`src/rtl/mem_port_arbiter.sv`:
```
// Two-requester (fetch/data) arbiter in front of a single fixed-latency memory port.
// One access in flight at a time; data has priority, with a streak limit so fetch is never starved.
module mem_port_arbiter #(
    parameter int MEM_LATENCY     = 2,
    parameter int MAX_DATA_STREAK = 4
) (
    input  logic        clk,
    input  logic        rst,
    input  logic        f_req,
    input  logic [31:0] f_addr,
    output logic        f_gnt,
    output logic        f_rvalid,
    output logic [31:0] f_rdata,
    input  logic        d_req,
    input  logic        d_we,
    input  logic [31:0] d_addr,
    input  logic [31:0] d_wdata,
    output logic        d_gnt,
    output logic        d_done,
    output logic [31:0] d_rdata,
    output logic        mem_en,
    output logic        mem_we,
    output logic [31:0] mem_addr,
    output logic [31:0] mem_wdata,
    input  logic [31:0] mem_rdata,
    output logic        busy
);

    localparam logic [2:0] LAT        = 3'(MEM_LATENCY);
    localparam logic [3:0] MAX_STREAK = 4'(MAX_DATA_STREAK);

    typedef enum logic {IDLE, WAIT} state_t;

    state_t      state_reg, state_next;
    logic [2:0]  cnt_reg, cnt_next;
    logic [3:0]  streak_reg, streak_next;
    logic        own_data_reg, own_data_next;
    logic        own_we_reg, own_we_next;
    logic        f_rvalid_reg, d_done_reg;
    logic [31:0] f_rdata_reg, d_rdata_reg;
    logic        fetch_wins;
    logic        complete;

    // Fetch wins when data is absent or data has used up its streak allowance.
    assign fetch_wins = f_req && (!d_req || (streak_reg == MAX_STREAK));

    always_comb begin
        state_next    = state_reg;
        cnt_next      = cnt_reg;
        streak_next   = streak_reg;
        own_data_next = own_data_reg;
        own_we_next   = own_we_reg;
        complete      = 1'b0;
        f_gnt         = 1'b0;
        d_gnt         = 1'b0;
        mem_en        = 1'b0;
        mem_we        = 1'b0;
        mem_addr      = 32'd0;
        mem_wdata     = 32'd0;
        case (state_reg)
            IDLE: begin
                // Reset in the same cycle suppresses any issue.
                if (!rst && fetch_wins) begin
                    f_gnt         = 1'b1;
                    mem_en        = 1'b1;
                    mem_addr      = f_addr;
                    state_next    = WAIT;
                    cnt_next      = LAT;
                    own_data_next = 1'b0;
                    own_we_next   = 1'b0;
                    streak_next   = 4'd0;
                end else if (!rst && d_req) begin
                    d_gnt         = 1'b1;
                    mem_en        = 1'b1;
                    mem_we        = d_we;
                    mem_addr      = d_addr;
                    mem_wdata     = d_wdata;
                    state_next    = WAIT;
                    cnt_next      = LAT;
                    own_data_next = 1'b1;
                    own_we_next   = d_we;
                    if (!f_req)
                        streak_next = 4'd0;
                    else if (streak_reg != MAX_STREAK)
                        streak_next = streak_reg + 4'd1;
                end
            end
            WAIT: begin
                cnt_next = cnt_reg - 3'd1;
                if (cnt_reg == 3'd1) begin
                    complete   = 1'b1;
                    state_next = IDLE;
                end
            end
            default: state_next = IDLE;
        endcase
    end

    always_ff @(posedge clk) begin
        if (rst) begin
            state_reg    <= IDLE;
            cnt_reg      <= 3'd0;
            streak_reg   <= 4'd0;
            own_data_reg <= 1'b0;
            own_we_reg   <= 1'b0;
            f_rvalid_reg <= 1'b0;
            d_done_reg   <= 1'b0;
            f_rdata_reg  <= 32'd0;
            d_rdata_reg  <= 32'd0;
        end else begin
            state_reg    <= state_next;
            cnt_reg      <= cnt_next;
            streak_reg   <= streak_next;
            own_data_reg <= own_data_next;
            own_we_reg   <= own_we_next;
            f_rvalid_reg <= complete && !own_data_reg;
            d_done_reg   <= complete && own_data_reg;
            if (complete && !own_data_reg)
                f_rdata_reg <= mem_rdata;
            // Stores leave the load data register untouched.
            if (complete && own_data_reg && !own_we_reg)
                d_rdata_reg <= mem_rdata;
        end
    end

    assign f_rvalid = f_rvalid_reg;
    assign d_done   = d_done_reg;
    assign f_rdata  = f_rdata_reg;
    assign d_rdata  = d_rdata_reg;
    assign busy     = (state_reg == WAIT);

endmodule

```
`config.mk`:
```
export PLATFORM = sky130hd
export DESIGN_NAME = mem_port_arbiter
export DESIGN_NICKNAME = d
export VERILOG_FILES = /design/src/rtl/mem_port_arbiter.sv
export SDC_FILE = /design/constraint.sdc
export NUM_CORES = 1
export LEC_CHECK = 0
export CORE_MARGIN = 2
export CORE_UTILIZATION = 35
export CTS_BUF_LIST = sky130_fd_sc_hd__clkbuf_16
export DETAILED_ROUTE_END_ITERATION = 10
export PLACE_DENSITY = 0.8
export SLEW_MARGIN = 20
export SYNTH_ARGS = -nofsm -noshare
export SYNTH_HDL_FRONTEND = slang
export SYNTH_SLANG_ARGS = --single-unit
```
`constraint.sdc`:
```
create_clock -name clk -period 2.2 [get_ports clk]
set_input_delay 0.33 -clock clk [delete_from_list [all_inputs] [get_ports clk]]
set_output_delay 0.33 -clock clk [all_outputs]
set_load 0.005 [all_outputs]
```
==> results_dict.tcl, run 1 <==
set metrics [dict create \
    status "finished, violations left" \
    violations "negative setup slack" \
    syn-num-nets 636 \
    antenna_found_initial 1 \
    clk_latency_ns 0.33 \
    numPortBuffers 267 \
    post-route-period-util_pct 101 \
    die-height_um 110 \
    power_frac_seq_pct 36.2 \
    overflow 0 \
    peakVddDrop_mv 0.510 \
    synth_edf_count 0 \
    timing.rr.start "streak_reg[1]$_SDFFE_PP0P_" \
    route.detailed.wl_per_inst_um 17.8 \
    p_clk_share_pct 42.8 \
    required_ns 1.87 \
    switching_share_pct 23.5 \
    utilization_pct 69.4 \
    dr.pass1.iters 4 \
    synthArstFlopShare_pct 0 \
    final.min_clock_period_ns 2.22 \
    drt_iter0_drc 214 \
    grt_pass1_wl_mm 24.2 \
    hpwlAfterDp_mm 11.5 \
    cts_tree "built" \
    io_pins 268 \
    slew_violations 0 \
    r2r_end "own_we_reg$_SDFFE_PP0P_" \
    wirelength_mm 16.3 \
    fin_skew_ns 0.00654 \
    die_area_um2 12000 \
    yosysWarnings 0 \
    cts_buffers 9 \
    rr_worst_depth 10 \
    rsz0062_at_grt "yes" \
    syn_area_um2 3920 \
    fill_cells 879 \
    nets 908 \
    fin_total_pwr_mw 3.91 \
    worstMarginPinSlew_ns 0.646 \
    fp.coreArea_um2 10900 \
    ys_types 43 \
    drive_gt1_share_pct 23.1 \
    clkTransAtPathRegs_ns 0.06 \
    critPathMaxFanout 7 \
    p_int_mw 2.99 \
    dieWidth_um 110 \
    synth_top_flop_cell "dfxtp_1" \
    cts_max_level 3 \
    cellPowerDensity_nw_per_um2 518 \
    hold_path_end "f_rdata[21]$_SDFFE_PP0P_" \
    crit_type "reg -> out" \
    avgSynthCellArea_um2 7.85 \
    power.leakage_nw 3.09 \
    holdPathStages 2 \
    synth_area_leaders "dfxtp_1 (39%), nand2_1 (13%), nand2b_1 (10%)" \
    worst_slack_ns -0.0171 \
    synthCells 499 \
    cts_buffer_depth 2 \
    cts_sinks 76 \
    viasPerCell 5.07 \
    synth_top_area_share_pct 38.9 \
    grt_pass1_vias 4759 \
    start_kind "flip-flop" \
    area_delta_synth_final_pct 93.0 \
    cts_root_buffer "clkbuf_16" \
    fmax_ghz 0.451 \
    synth_top_area_cell "dfxtp_1" \
    reg2reg_slack_ns 0.37 \
    ys_seq_area_share_pct 38.9 \
    layout.cells.non_filler 917 \
    netSwitchingPower_mw 0.921 \
    gp_congestion 0.958 \
    grt_use_total_pct 26.4 \
    p_comb_share_pct 21.0 \
    min_from "f_rdata[21]$_SDFFE_PP0P_" \
    finalHoldViolCount 0 \
    ant_nets 0 \
    cp.arrival_ns 1.89 \
    hold_path_class "reg -> reg" \
    grt_max_degree 82 \
    rows 38 \
    setup_viol_count_final 12 \
    initial_core_util_pct 36.0 \
    ys_ff_latch 76 \
    crit_path_end_kind "primary output" \
    drc_errors 0 \
    slew_headroom_pct 56.9 \
    vias 4648 \
    maxCapViolCount 0 \
    dpl.cell_count 883 \
]
[synthesized netlist by cell type, drive strengths merged (2+ instances only)]
cell type / count
and3b: 2
clkbuf: 24
ha: 4
nand2b: 64
mux2i: 32
o22ai: 33
nand2: 132
nand3b: 3
dfxtp: 76
a22o: 2
nor3b: 3
nor3: 6
buf: 22
inv: 5
a21o: 2
and3: 34
a21oi: 35
nor2: 4
[cells in the final DEF, fill, tap and decap left out, types with 5 or more instances in the layout]
cell	instances
dfxtp_1	74
buf_4	18
nor3_1	5
a21oi_1	33
and3_4	14
and3_1	20
nand2_1	132
buf_2	54
o22ai_2	16
buf_16	7
o22ai_4	9
buf_6	22
mux2i_1	32
buf_12	7
o22ai_1	8
nand2b_1	64
clkbuf_16	9
clkdlybuf4s50_1	198
[layer usage]
layer	track usage (%)	up-vias	routed length (um)
li1	-	2229	-
met3	8.77	50	1360
met2	48.5	211	8370
met5	0	-	0
met1	25.8	2158	5780
met4	15.0	0	851
[per-stage QoR]
stage	instance area [um2]	worst slack (ns)	hold slack, ns	TNS (ns)
final	7560	-0.0171	0.452	-0.108
after global placement	6800	-0.310	0.441	-7.68
after global routing	7560	-0.0869	0.471	-2.57
after floorplan	3920	0.470	0.453	0
after CTS	7500	-0.165	0.453	-2.34
after detailed placement	6800	-0.303	0.445	-8.66
[final cells by class]
| cell class | count | area (um2) | area share (%) |
|---|---|---|---|
| antenna | 1 | 2.50 | 0.0331 |
| clock inverter | 7 | 114 | 1.51 |
| sequential | 76 | 1520 | 20.2 |
| clock buffer | 9 | 225 | 2.98 |
| inverter | 5 | 18.8 | 0.248 |
| timing repair buffer | 307 | 2980 | 39.4 |
| multi-input combinational | 372 | 2520 | 33.3 |
| tap | 140 | 175 | 2.32 |
[cell families after synthesis]
group	Yosys count	synth area share [%]
muxes	32	8.18
xor gates and xnor gates	2	0.448
buffers and inverters	51	5.75
adders and majority gates	4	1.28
and+or+nand+nor	255	33.0
AOI/OAI and AO/OA	79	12.5
DFF	76	38.9
[worst max-delay path: stages, from the launching register on]
cell,delay (ns)
dfxtp_2,0.33
inv_2,0.04
ha_4,0.14
and3b_4,0.21
buf_6,0.12
o21ai_4,0.19
buf_6,0.17
buf_12,0.14
o22ai_4,0.07
buf_2,0.13
[power groups by stage]
stage          sequential, mW  clock [mW]  combinational, mW
6_report                 1.42        1.67              0.822
5_1_grt                  1.42        1.76              0.879
4_1_cts                  1.42        1.71              0.809
3_5_place_dp             1.45           0              0.712
3_3_place_gp             1.45           0              0.703
2_1_floorplan            1.44           0              0.252
[how the worst max path moves through the flow]
stage          slack [ns]                       start            end
2_1_floorplan        0.47  streak_reg[0]$_SDFFE_PP0P_  mem_wdata[10]
3_3_place_gp        -0.31                       d_req   mem_addr[15]
6_report            -0.02  streak_reg[1]$_SDFFE_PP0P_    mem_addr[7]
4_1_cts             -0.16  streak_reg[1]$_SDFFE_PP0P_   mem_addr[18]
3_5_place_dp        -0.30                       d_req   mem_addr[15]
5_1_grt             -0.09  streak_reg[0]$_SDFFE_PP0P_   mem_addr[13]
[timing repair]
| item | CTS | global route |
|---|---|---|
| setup endpoints to repair | 67 | 67 |
| hold buffers | 0 | 0 |
| gates resized for setup | 321 | 42 |
| setup buffers | 13 | 0 |
| pin swaps | 6 | 12 |
| cloned | 9 | 0 |
Power figures use the tool's default switching activity.
==> inputs of run 2 (changes only) <==
Settings changed: SKIP_LAST_GASP set to 1.
==> run 2 against run 1 <==
  * The flow still finishes with violations (negative setup slack)
  * Worst hold slack lost 0.00086 ns
  * Power grew 0.36%
  * Core utilization is 0.76 points higher
  * Register-to-register slack got worse by 0.02 ns
  * Sequential power barely moved
  * Non-clock buffer count is 2 higher
  * Largest power group unchanged
==> results_dict.tcl, run 2 (synthesis gave the netlist of run 1 again) <==
set metrics [dict create \
    status "finished, violations left" \
    violations "negative setup slack" \
    slew_violations 0 \
    mostFrequentLayoutCells "clkdlybuf4s50_1 (198), nand2_1 (132), dfxtp_1 (74), nand2b_1 (64), buf_2 (48)" \
    grt_pass1_vias 4767 \
    cts_root_buffer "clkbuf_16" \
    cts_max_level 3 \
    critPathMaxFanout 4 \
    cts_sinks 76 \
    layout.cells.non_filler 919 \
    maxCapViolCount 0 \
    crit_chain "inv_2, ha_4, and3b_4, a21oi_4, buf_12, buf_8, buf_12, buf_16, and3_1, buf_2" \
    vias 4674 \
    die-height_um 110 \
    post-route-period-util_pct 104 \
    start_kind "flip-flop" \
    ant_nets 0 \
    cts_buffer_depth 2 \
    dieWidth_um 110 \
    antenna_found_initial 1 \
    grt_max_degree 82 \
    hpwlAfterDp_mm 11.5 \
    worst_hold_slack_ns 0.451 \
    grt_use_total_pct 26.5 \
    setup_viol_count_final 26 \
    nets 910 \
    cellPowerDensity_nw_per_um2 514 \
    crit_type "reg -> out" \
    fin_skew_ns 0.00572 \
    cp.arrival_ns 1.95 \
    die_area_um2 12000 \
    initial_core_util_pct 36.0 \
    worst_path_max_delay_cell "dfxtp_2" \
    fmax_ghz 0.438 \
    wirelength_mm 16.4 \
    peakVddDrop_mv 0.504 \
    fp.coreArea_um2 10900 \
    numPortBuffers 267 \
    worst_slack_ns -0.0834 \
    dpl.cell_count 883 \
    final_common_cell "clkdlybuf4s50_1" \
    area_delta_synth_final_pct 95.1 \
    io_pins 268 \
    cts_tree "built" \
    slew_headroom_pct 57.3 \
    crit_path_end_kind "primary output" \
    overflow 0 \
    drive_gt1_share_pct 24.0 \
    rows 38 \
    grt_pass1_wl_mm 24.2 \
    hold_path_class "reg -> reg" \
    clkTransAtPathRegs_ns 0.06 \
    cp_slowest_stage_delay_ns 0.32 \
    gp_congestion 0.958 \
    cts_buffers 9 \
    finalSetupTns_ns -0.732 \
    required_ns 1.87 \
    worstMarginPinSlew_ns 0.641 \
    power.leakage_nw 3.11 \
    viasPerCell 5.09 \
    rsz0062_at_grt "yes" \
    drt_iter0_drc 207 \
    drc_errors 0 \
    final.min_clock_period_ns 2.28 \
    dr.pass1.iters 5 \
    cp_common_cell "buf_12" \
    clk_latency_ns 0.33 \
    route.detailed.wl_per_inst_um 17.8 \
    finalHoldViolCount 0 \
]
==> run 2: changes by cell type in the layout (fill, tap and decap cells not counted), sizes merged <==
cell,previous run,this run
buf,108,109
clkbuf,9,10
dlygate4sd2,1,0
dlymetal6s2s,0,1
==> run 2: per-stage QoR <==
step | area (um2) | util [%] | power (mW) | setup slack (ns)
2_1_floorplan | 3920 | - | 1.70 | 0.470
3_3_place_gp | 6800 | 62.4 | 2.15 | -0.310
3_5_place_dp | 6800 | 62.4 | 2.16 | -0.303
4_1_cts | 7500 | 68.9 | 3.93 | -0.165
5_1_grt | 7640 | 70.2 | 4.07 | -0.165
6_report | 7640 | 70.2 | 3.93 | -0.0834
==> run 2: worst max-delay path: cells and delay by family, from the launching register on <==
kind                     cells  cell delay [ns]
AND/OR/NAND/NOR              2             0.42
flip-flops                   1             0.32
buffers and inverters        6             0.68
adder cells (fa/ha/maj)      1             0.12
AO/OA/AOI/OAI                1             0.08
==> run 2: what timing repair did <==
action | CTS | global route
hold buffers | 0 | 0
resized for setup | 313 | 62
cloned | 9 | 0
setup endpoints to repair | 67 | 68
pin swaps | 5 | 17
setup buffers | 13 | 5
==> run 2: cell type report <==
class	count	area, um2
well taps	140	175
inverters	5	18.8
clock buffers	9	225
fillers	869	3250
clock inverters	7	114
multi-input cells	372	2550
repair buffers	309	3030
diodes	1	2.50
flip-flops and latches	76	1520
==> run 2: routing by layer <==
| layer | part of all wire [%] | GRT usage (%) | vias up | wire length (um) |
|---|---|---|---|---|
| li1 | - | - | 2238 | - |
| met1 | 36 | 25.8 | 2162 | 5890 |
| met2 | 51 | 48.5 | 222 | 8320 |
| met3 | 8.1 | 8.60 | 52 | 1320 |
| met4 | 5.2 | 15.6 | 0 | 843 |
| met5 | 0 | 0 | - | 0 |
==> run 2: power breakdown <==
group,switching (mW),internal (mW)
Clock,0.570,1.10
Combinational,0.338,0.498
Sequential,0.0178,1.40
==> run 2: path summary, 6_finish.rpt <==
kind	start	slack [ns]	endpoint	cells past startpoint
worst max-delay path	streak_reg[1]$_SDFFE_PP0P_	-0.08	mem_wdata[3]	10
worst min-delay path	f_rdata[21]$_SDFFE_PP0P_	0.45	f_rdata[21]$_SDFFE_PP0P_	2
worst max register to register	streak_reg[1]$_SDFFE_PP0P_	0.35	own_data_reg$_SDFFE_PP0P_	10
worst min register to register	f_rdata[21]$_SDFFE_PP0P_	0.45	f_rdata[21]$_SDFFE_PP0P_	2
